File: src/rtl/dram_pin_arbiter.sv
// Single owner of the CIM-DRAM pin bundle: arbitrates NMST masters and registers every pin.
// Ownership changes only after a drain plus a guard window of safe pin values; ROUT is synchronised.
module dram_pin_arbiter #(
  parameter int                NCORE     = 16,
  parameter int                NMST      = 3,
  parameter int                CTRL_W    = 18,
  parameter logic [CTRL_W-1:0] SAFE_CTRL = '0,
  parameter int                GUARD     = 4,
  parameter int                TMO       = 1024
) (
  input  logic                     CLK,
  input  logic                     RST,
  input  logic [NMST-1:0]          REQ,
  input  logic [NMST-1:0]          MBSY,
  input  logic [NMST*CTRL_W-1:0]   M_CTRL,
  input  logic [NMST*NCORE-1:0]    M_RAD,
  input  logic [NMST*NCORE-1:0]    M_DIN,
  input  logic [NMST*NCORE-1:0]    M_LIM,
  input  logic [NCORE-1:0]         ROUT,
  output logic [NMST-1:0]          GNT,
  output logic [NMST-1:0]          ABORT,
  output logic [CTRL_W-1:0]        CTRL,
  output logic [NCORE-1:0]         RAD,
  output logic [NCORE-1:0]         DIN,
  output logic [NCORE-1:0]         LIM,
  output logic [NCORE-1:0]         ROUT_S,
  output logic                     TMO_ERR
);

  localparam int IW = (NMST > 1) ? $clog2(NMST) : 1;
  localparam int DW = $clog2(TMO);
  localparam int GW = (GUARD > 1) ? $clog2(GUARD) : 1;

  typedef enum logic [1:0] {S_IDLE, S_GRANT, S_DRAIN, S_GUARD} state_t;

  state_t            state_q, state_d;
  logic [IW-1:0]     owner_q, owner_d;
  logic [IW-1:0]     rr_q, rr_d;
  logic [DW-1:0]     dcnt_q, dcnt_d;
  logic [GW-1:0]     gcnt_q, gcnt_d;
  logic [NMST-1:0]   gnt_q, gnt_d;
  logic [NMST-1:0]   abort_q, abort_d;
  logic              tmo_err_q, tmo_err_d;
  logic [CTRL_W-1:0] ctrl_q, ctrl_d;
  logic [NCORE-1:0]  rad_q, rad_d;
  logic [NCORE-1:0]  din_q, din_d;
  logic [NCORE-1:0]  lim_q, lim_d;
  logic [NCORE-1:0]  rout_meta_q, rout_s_q;

  logic              win_found;
  logic [IW-1:0]     win_idx;
  int                cand;
  logic              owned;

  // Master 0 has absolute priority; the rest are scanned from the RR pointer, wrapping within 1..NMST-1.
  always_comb begin
    win_found = 1'b0;
    win_idx   = '0;
    cand      = 0;
    if (REQ[0]) begin
      win_found = 1'b1;
    end else begin
      for (int i = 0; i < NMST - 1; i++) begin
        cand = int'(rr_q) + i;
        if (cand >= NMST) cand = cand - (NMST - 1);
        if (!win_found && REQ[cand]) begin
          win_found = 1'b1;
          win_idx   = IW'(cand);
        end
      end
    end
  end

  always_comb begin
    state_d   = state_q;
    owner_d   = owner_q;
    rr_d      = rr_q;
    dcnt_d    = dcnt_q;
    gcnt_d    = gcnt_q;
    abort_d   = '0;
    tmo_err_d = tmo_err_q;
    case (state_q)
      S_IDLE: begin
        if (win_found) begin
          state_d = S_GRANT;
          owner_d = win_idx;
          if (win_idx != '0)
            rr_d = (int'(win_idx) == NMST - 1) ? IW'(1) : win_idx + IW'(1);
        end
      end
      S_GRANT: begin
        dcnt_d = '0;
        if (!REQ[owner_q] || (owner_q != '0 && REQ[0]))
          state_d = S_DRAIN;
      end
      S_DRAIN: begin
        if (!MBSY[owner_q]) begin
          state_d = S_GUARD;
          gcnt_d  = '0;
        end else if (dcnt_q == DW'(TMO - 1)) begin
          state_d          = S_GUARD;
          gcnt_d           = '0;
          abort_d[owner_q] = 1'b1;
          tmo_err_d        = 1'b1;
        end else begin
          dcnt_d = dcnt_q + DW'(1);
        end
      end
      S_GUARD: begin
        if (gcnt_q == GW'(GUARD - 1)) state_d = S_IDLE;
        else                          gcnt_d  = gcnt_q + GW'(1);
      end
      default: state_d = S_IDLE;
    endcase
  end

  // Pins are derived from the next state so GNT and pin contents always change on the same edge.
  always_comb begin
    owned  = (state_d == S_GRANT) || (state_d == S_DRAIN);
    gnt_d  = '0;
    ctrl_d = SAFE_CTRL;
    rad_d  = '0;
    din_d  = '0;
    lim_d  = '0;
    if (owned) begin
      gnt_d  = NMST'(1) << owner_d;
      ctrl_d = M_CTRL[int'(owner_d)*CTRL_W +: CTRL_W];
      rad_d  = M_RAD[int'(owner_d)*NCORE +: NCORE];
      din_d  = M_DIN[int'(owner_d)*NCORE +: NCORE];
      lim_d  = M_LIM[int'(owner_d)*NCORE +: NCORE];
    end
  end

  always_ff @(posedge CLK) begin
    if (RST) begin
      state_q     <= S_IDLE;
      owner_q     <= '0;
      rr_q        <= IW'(1);
      dcnt_q      <= '0;
      gcnt_q      <= '0;
      gnt_q       <= '0;
      abort_q     <= '0;
      tmo_err_q   <= 1'b0;
      ctrl_q      <= SAFE_CTRL;
      rad_q       <= '0;
      din_q       <= '0;
      lim_q       <= '0;
      rout_meta_q <= '0;
      rout_s_q    <= '0;
    end else begin
      state_q     <= state_d;
      owner_q     <= owner_d;
      rr_q        <= rr_d;
      dcnt_q      <= dcnt_d;
      gcnt_q      <= gcnt_d;
      gnt_q       <= gnt_d;
      abort_q     <= abort_d;
      tmo_err_q   <= tmo_err_d;
      ctrl_q      <= ctrl_d;
      rad_q       <= rad_d;
      din_q       <= din_d;
      lim_q       <= lim_d;
      rout_meta_q <= ROUT;
      rout_s_q    <= rout_meta_q;
    end
  end

  assign GNT     = gnt_q;
  assign ABORT   = abort_q;
  assign TMO_ERR = tmo_err_q;
  assign CTRL    = ctrl_q;
  assign RAD     = rad_q;
  assign DIN     = din_q;
  assign LIM     = lim_q;
  assign ROUT_S  = rout_s_q;

endmodule

File: config.mk
export PLATFORM = sky130hd
export DESIGN_NAME = dram_pin_arbiter
export DESIGN_NICKNAME = d
export VERILOG_FILES = /design/src/rtl/dram_pin_arbiter.sv
export SDC_FILE = /design/constraint.sdc
export NUM_CORES = 1
export LEC_CHECK = 0
export BUFFER_PORTS_ARGS = -buffer_cell sky130_fd_sc_hd__buf_2
export CAP_MARGIN = 20
export CORE_AREA = 2 2 120 122
export CTS_BUF_LIST = sky130_fd_sc_hd__clkbuf_8
export DETAILED_ROUTE_END_ITERATION = 10
export DIE_AREA = 0 0 122 124
export GPL_TIMING_DRIVEN = 0
export PLACE_DENSITY = 0.84
export SLEW_MARGIN = 20
export SYNTH_ARGS = -nofsm -noshare
export SYNTH_HDL_FRONTEND = slang
export SYNTH_SLANG_ARGS = --single-unit
File: constraint.sdc
create_clock -name CLK -period 1.8 [get_ports CLK]
set_input_delay 0 -clock CLK [delete_from_list [all_inputs] [get_ports CLK]]
set_output_delay 0 -clock CLK [all_outputs]
set_load 0.02 [all_outputs]
==> flow_summary.ini, run 1 <==
[outcome]
outcome = aborted with a tool error
stop_stage = global routing
stop_error = [ERROR GRT-0232] Routing congestion too high. Check the congestion heatmap in the GUI.

[die]
dieWidth_um = 122
rows = 43
ioPinCount = 311
initial_core_util_pct = 38.4
die_y_um = 124

[yosys]
synth_edf_count = 0
seq_area_frac_synth_pct = 46.7
synthFlopType = dfxtp_1
synth_nets = 841
ys_types = 46
synthCells = 617
yosysWarningCount = 0
syn_avg_cell_area_sq_um = 8.54
ys_ff_latch = 123
ys_async_sr_fraction_pct = 0
synthesis.area_sq_mm = 0.00527

[timing]
worst-ep-kind = sequential cell input
grt-worst-endpoint = DIN[13]$_SDFF_PP0_/D

[grt]
grt_overflow = 3
grt_max_degree = 17
gr-usage-all-layers_pct = 47.2

[place]
port_buffers = 309
dp_hpwl_mm = 15.3
dpl-instance-area_sq_mm = 0.00706
place.gp.congestion = 0.935

[clocking]
cts.sinks = 123
cts_root_buf = clkbuf_8
cts_max_path_buffers = 2
numCtsBuffers = 17
htree_levels = 4
routing by layer:
layer | GRT overflow | GRT usage (%)
met5 | 0 | 5.21
met4 | 1 | 39.2
met1 | 0 | 47.4
met2 | 2 | 73.7
met3 | 0 | 22.9
cell families after synthesis:
kind of cell / after synthesis / share of synthesized area (%)
compound gates: 110 / 13.9
fa+ha+maj: 2 / 0.475
buf+inv: 75 / 6.39
flops: 123 / 46.7
mux: 2 / 0.380
simple gates: 305 / 32.1
what timing repair did:
action	CTS
resized for setup	79
buffers inserted	20
setup endpoints to repair	84
pin swaps	57
hold buffers	217
cloned	4
hold endpoints to repair	87
synth_stat cells, types with 5 or more instances:
cell	number	area, sq um
nor2b_1	36	225
a31oi_1	67	419
nor3_1	9	45.0
buf_2	17	85.1
a21oi_1	14	70.1
dfxtp_1	123	2460
nand4_1	135	845
nor2_1	9	33.8
nand3b_1	8	60.1
nand2_1	83	312
o21ai_0	5	25.0
clkbuf_1	46	173
nor4_1	5	31.3
stage by stage:
stage	setup slack [ns]	instances	hold slack (ns)	utilization (%)
after global placement	-0.913	1106	0.211	51.4
after floorplan	0.00670	617	0.128	-
after CTS	-0.289	1378	0.0796	74.0
after detailed placement	-0.918	1106	0.212	51.4
==> run 2, diff against run 1 <==
- CORE_AREA: 2 2 120 122 -> 2 2 122 124
- CTS_BUF_LIST: sky130_fd_sc_hd__clkbuf_8 -> not set
- DIE_AREA: 0 0 122 124 -> 0 0 124 126
- PLACE_DENSITY: 0.84 -> not set
- PLACE_DENSITY_LB_ADDON: not set -> 0.15
- clock period: 1.8 -> 2.3 ns (I/O delays scaled with it)
==> flow_summary.ini, run 2 <==
[yosys]
yosysWarningCount = 0
synth_area_leaders = dfxtp_1, nand4_1, a31oi_1
synthFlopType = dfxtp_1
synth_edf_count = 0
synthesis.area_sq_mm = 0.00527
yosysMostFrequentCell = nand4_1
ys_async_sr_fraction_pct = 0
seq_area_frac_synth_pct = 46.7
syn_avg_cell_area_sq_um = 8.54
synthCells = 617
ys_ff_latch = 123
synthTopCellsByCount = nand4_1, dfxtp_1, nand2_1
synth_nets = 841
yosysTopAreaCell = dfxtp_1
ys_types = 46
synth_top_area_share_pct = 46.7

[die]
die_y_um = 126
ioPinCount = 311
dieArea_sq_mm = 0.0156
rows = 44
initial_core_util_pct = 36.8
core_sq_mm = 0.0143
dieWidth_um = 124

[finish]
drive_above_1_share_pct = 33.2
largest_register_ffs = 18
nets = 1399
area_growth_pct = 90.7
final_common_cell = buf_2
final_cell_mix = buf_2, dlygate4sd3_1, nand4_1
regArea_sq_mm = 0.00246
multi_input_area_sq_mm = 0.00252
fill_cells = 1086

[hold_path]
hp-class = in -> reg

[timing]
setup_viol = 0
post-route-period-util_pct = 96.6
fin_crit_ns = 2.22
slew_headroom_pct = 60.9
worst_slack_ns = 0.0772
fin_setup_tns_ns = 0
fmax_ghz = 0.450
slew_violations = 0
skew_ns = 0.00855
tightest_slew_ns = 0.586
hold_viol = 0
rsz0062_at_grt = no

[clocking]
insertion_delay_ns = 0.42
cts_tree = done
cts_max_path_buffers = 2
clkTransAtPathRegs_ns = 0.06
cts_root_buf = clkbuf_16
cts.sinks = 123
htree_levels = 4
numCtsBuffers = 17

[route]
via_per_inst = 5.60
drc = 0
antenna_left = 0
via_count = 7684
wl_per_cell_um = 18.8
drt_pass1_iterations = 6
first_iter_violations = 552
drt_wl_total_mm = 25.7

[place]
port_buffers = 309
place.gp.congestion = 0.868
dpl_worst_slack_ns = -0.439
dp_hpwl_mm = 15.4

[outcome]
outcome = complete, no violations

[grt]
antenna_found_initial = 1
grt_max_degree = 17
grt_overflow = 0
gr-usage-all-layers_pct = 32.0
first_global_vias = 7911
grt_pass1_wl_mm = 39.0

[setup_path]
start_kind = register
critPathArrivalTime_ns = 2.54
critPathMaxFanout = 10
crit_type = reg -> reg
end_kind = register
required_ns = 2.62

[power_and_ir_drop]
ir_drop_mv = 0.524
powerDensity_mw_per_mm2 = 683
p_leak_uw = 0.00444

[run]
drv_cap = 0
==> run 2: cell counts after synthesis <==
No cell type changed its count.
==> run 2: through the flow <==
step	cell area, sq um	power [uW]	std cells	util [%]	hold slack, ns
finish	10000	6860	1373	70.2	0.0490
CTS	9860	6750	1363	68.9	0.0378
global placement	7050	3720	1110	49.2	0.208
floorplan	5270	3180	617	-	0.128
global route	10000	7120	1373	70.2	0.0872
detailed placement	7050	3730	1110	49.2	0.217
==> run 2: path summary, 6_finish.rpt <==
kind,end,slack (ns),startpoint,depth (start not counted)
setup / recovery,DIN[10],0.08,state_q[1],9
hold / removal,rr_q[1],0.05,REQ[0],5
setup reg to reg,DIN[10],0.08,state_q[1],9
hold reg to reg,ROUT_S[1],0.43,rout_meta_q[1],1
==> run 2: report_power, final <==
group          internal (uW)  total [uW]  switching (uW)
clock network           1780        2730             944
logic                    782        1750             972
registers               2320        2380            57.5
==> run 2: per-layer routing <==
layer,share of wire (%),global-route usage [%],up-vias
li1,-,-,3456
met3,9.4,9.15,146
met5,0,0,-
met1,37,35.2,3525
met4,5.1,18.3,0
met2,48,54.3,557
==> run 2: layout make-up <==
type	count	area share [%]
clock inverters	7	1.12
flip-flops and latches	123	24.5
clock buffers	25	4.83
diodes	1	0.0249
well taps	184	2.29
plain buffers	72	3.67
inverters	3	0.112
multi-input cells	419	25.1
repair buffers	539	38.3
==> run 2: repair_timing <==
item | in CTS | in global routing
cloned | 0 | 2
resized for setup | 6 | 32
setup endpoints to repair | 63 | 60
pin swaps | 1 | 13
hold buffers | 218 | 0
setup buffers | 3 | 7
endpoints found under the hold margin | 87 | 0
==> run 2: critical path, stage by stage (launching register included) <==
cell and delay [ns]:
dfxtp_1 0.30, buf_6 0.14, or3_4 0.41, a211oi_4 0.33, or2_1 0.17, buf_6 0.13
buf_8 0.14, buf_8 0.12, nand4_1 0.13, a31oi_2 0.25
==> run 2: cells by family (layout without fill, tap and decap cells) <==
logic type                 Yosys count  count (layout)  synth area share (%)
AOI/OAI and AO/OA                  110             110                  13.9
adders and majority gates            2               2                 0.475
DFF                                123             123                  46.7
buffers and inverters               75             646                  6.39
muxes                                2               2                 0.380
other                                0               1                     0
and+or+nand+nor                    305             305                  32.1
Note: power is estimated with default switching activity, not from simulation.
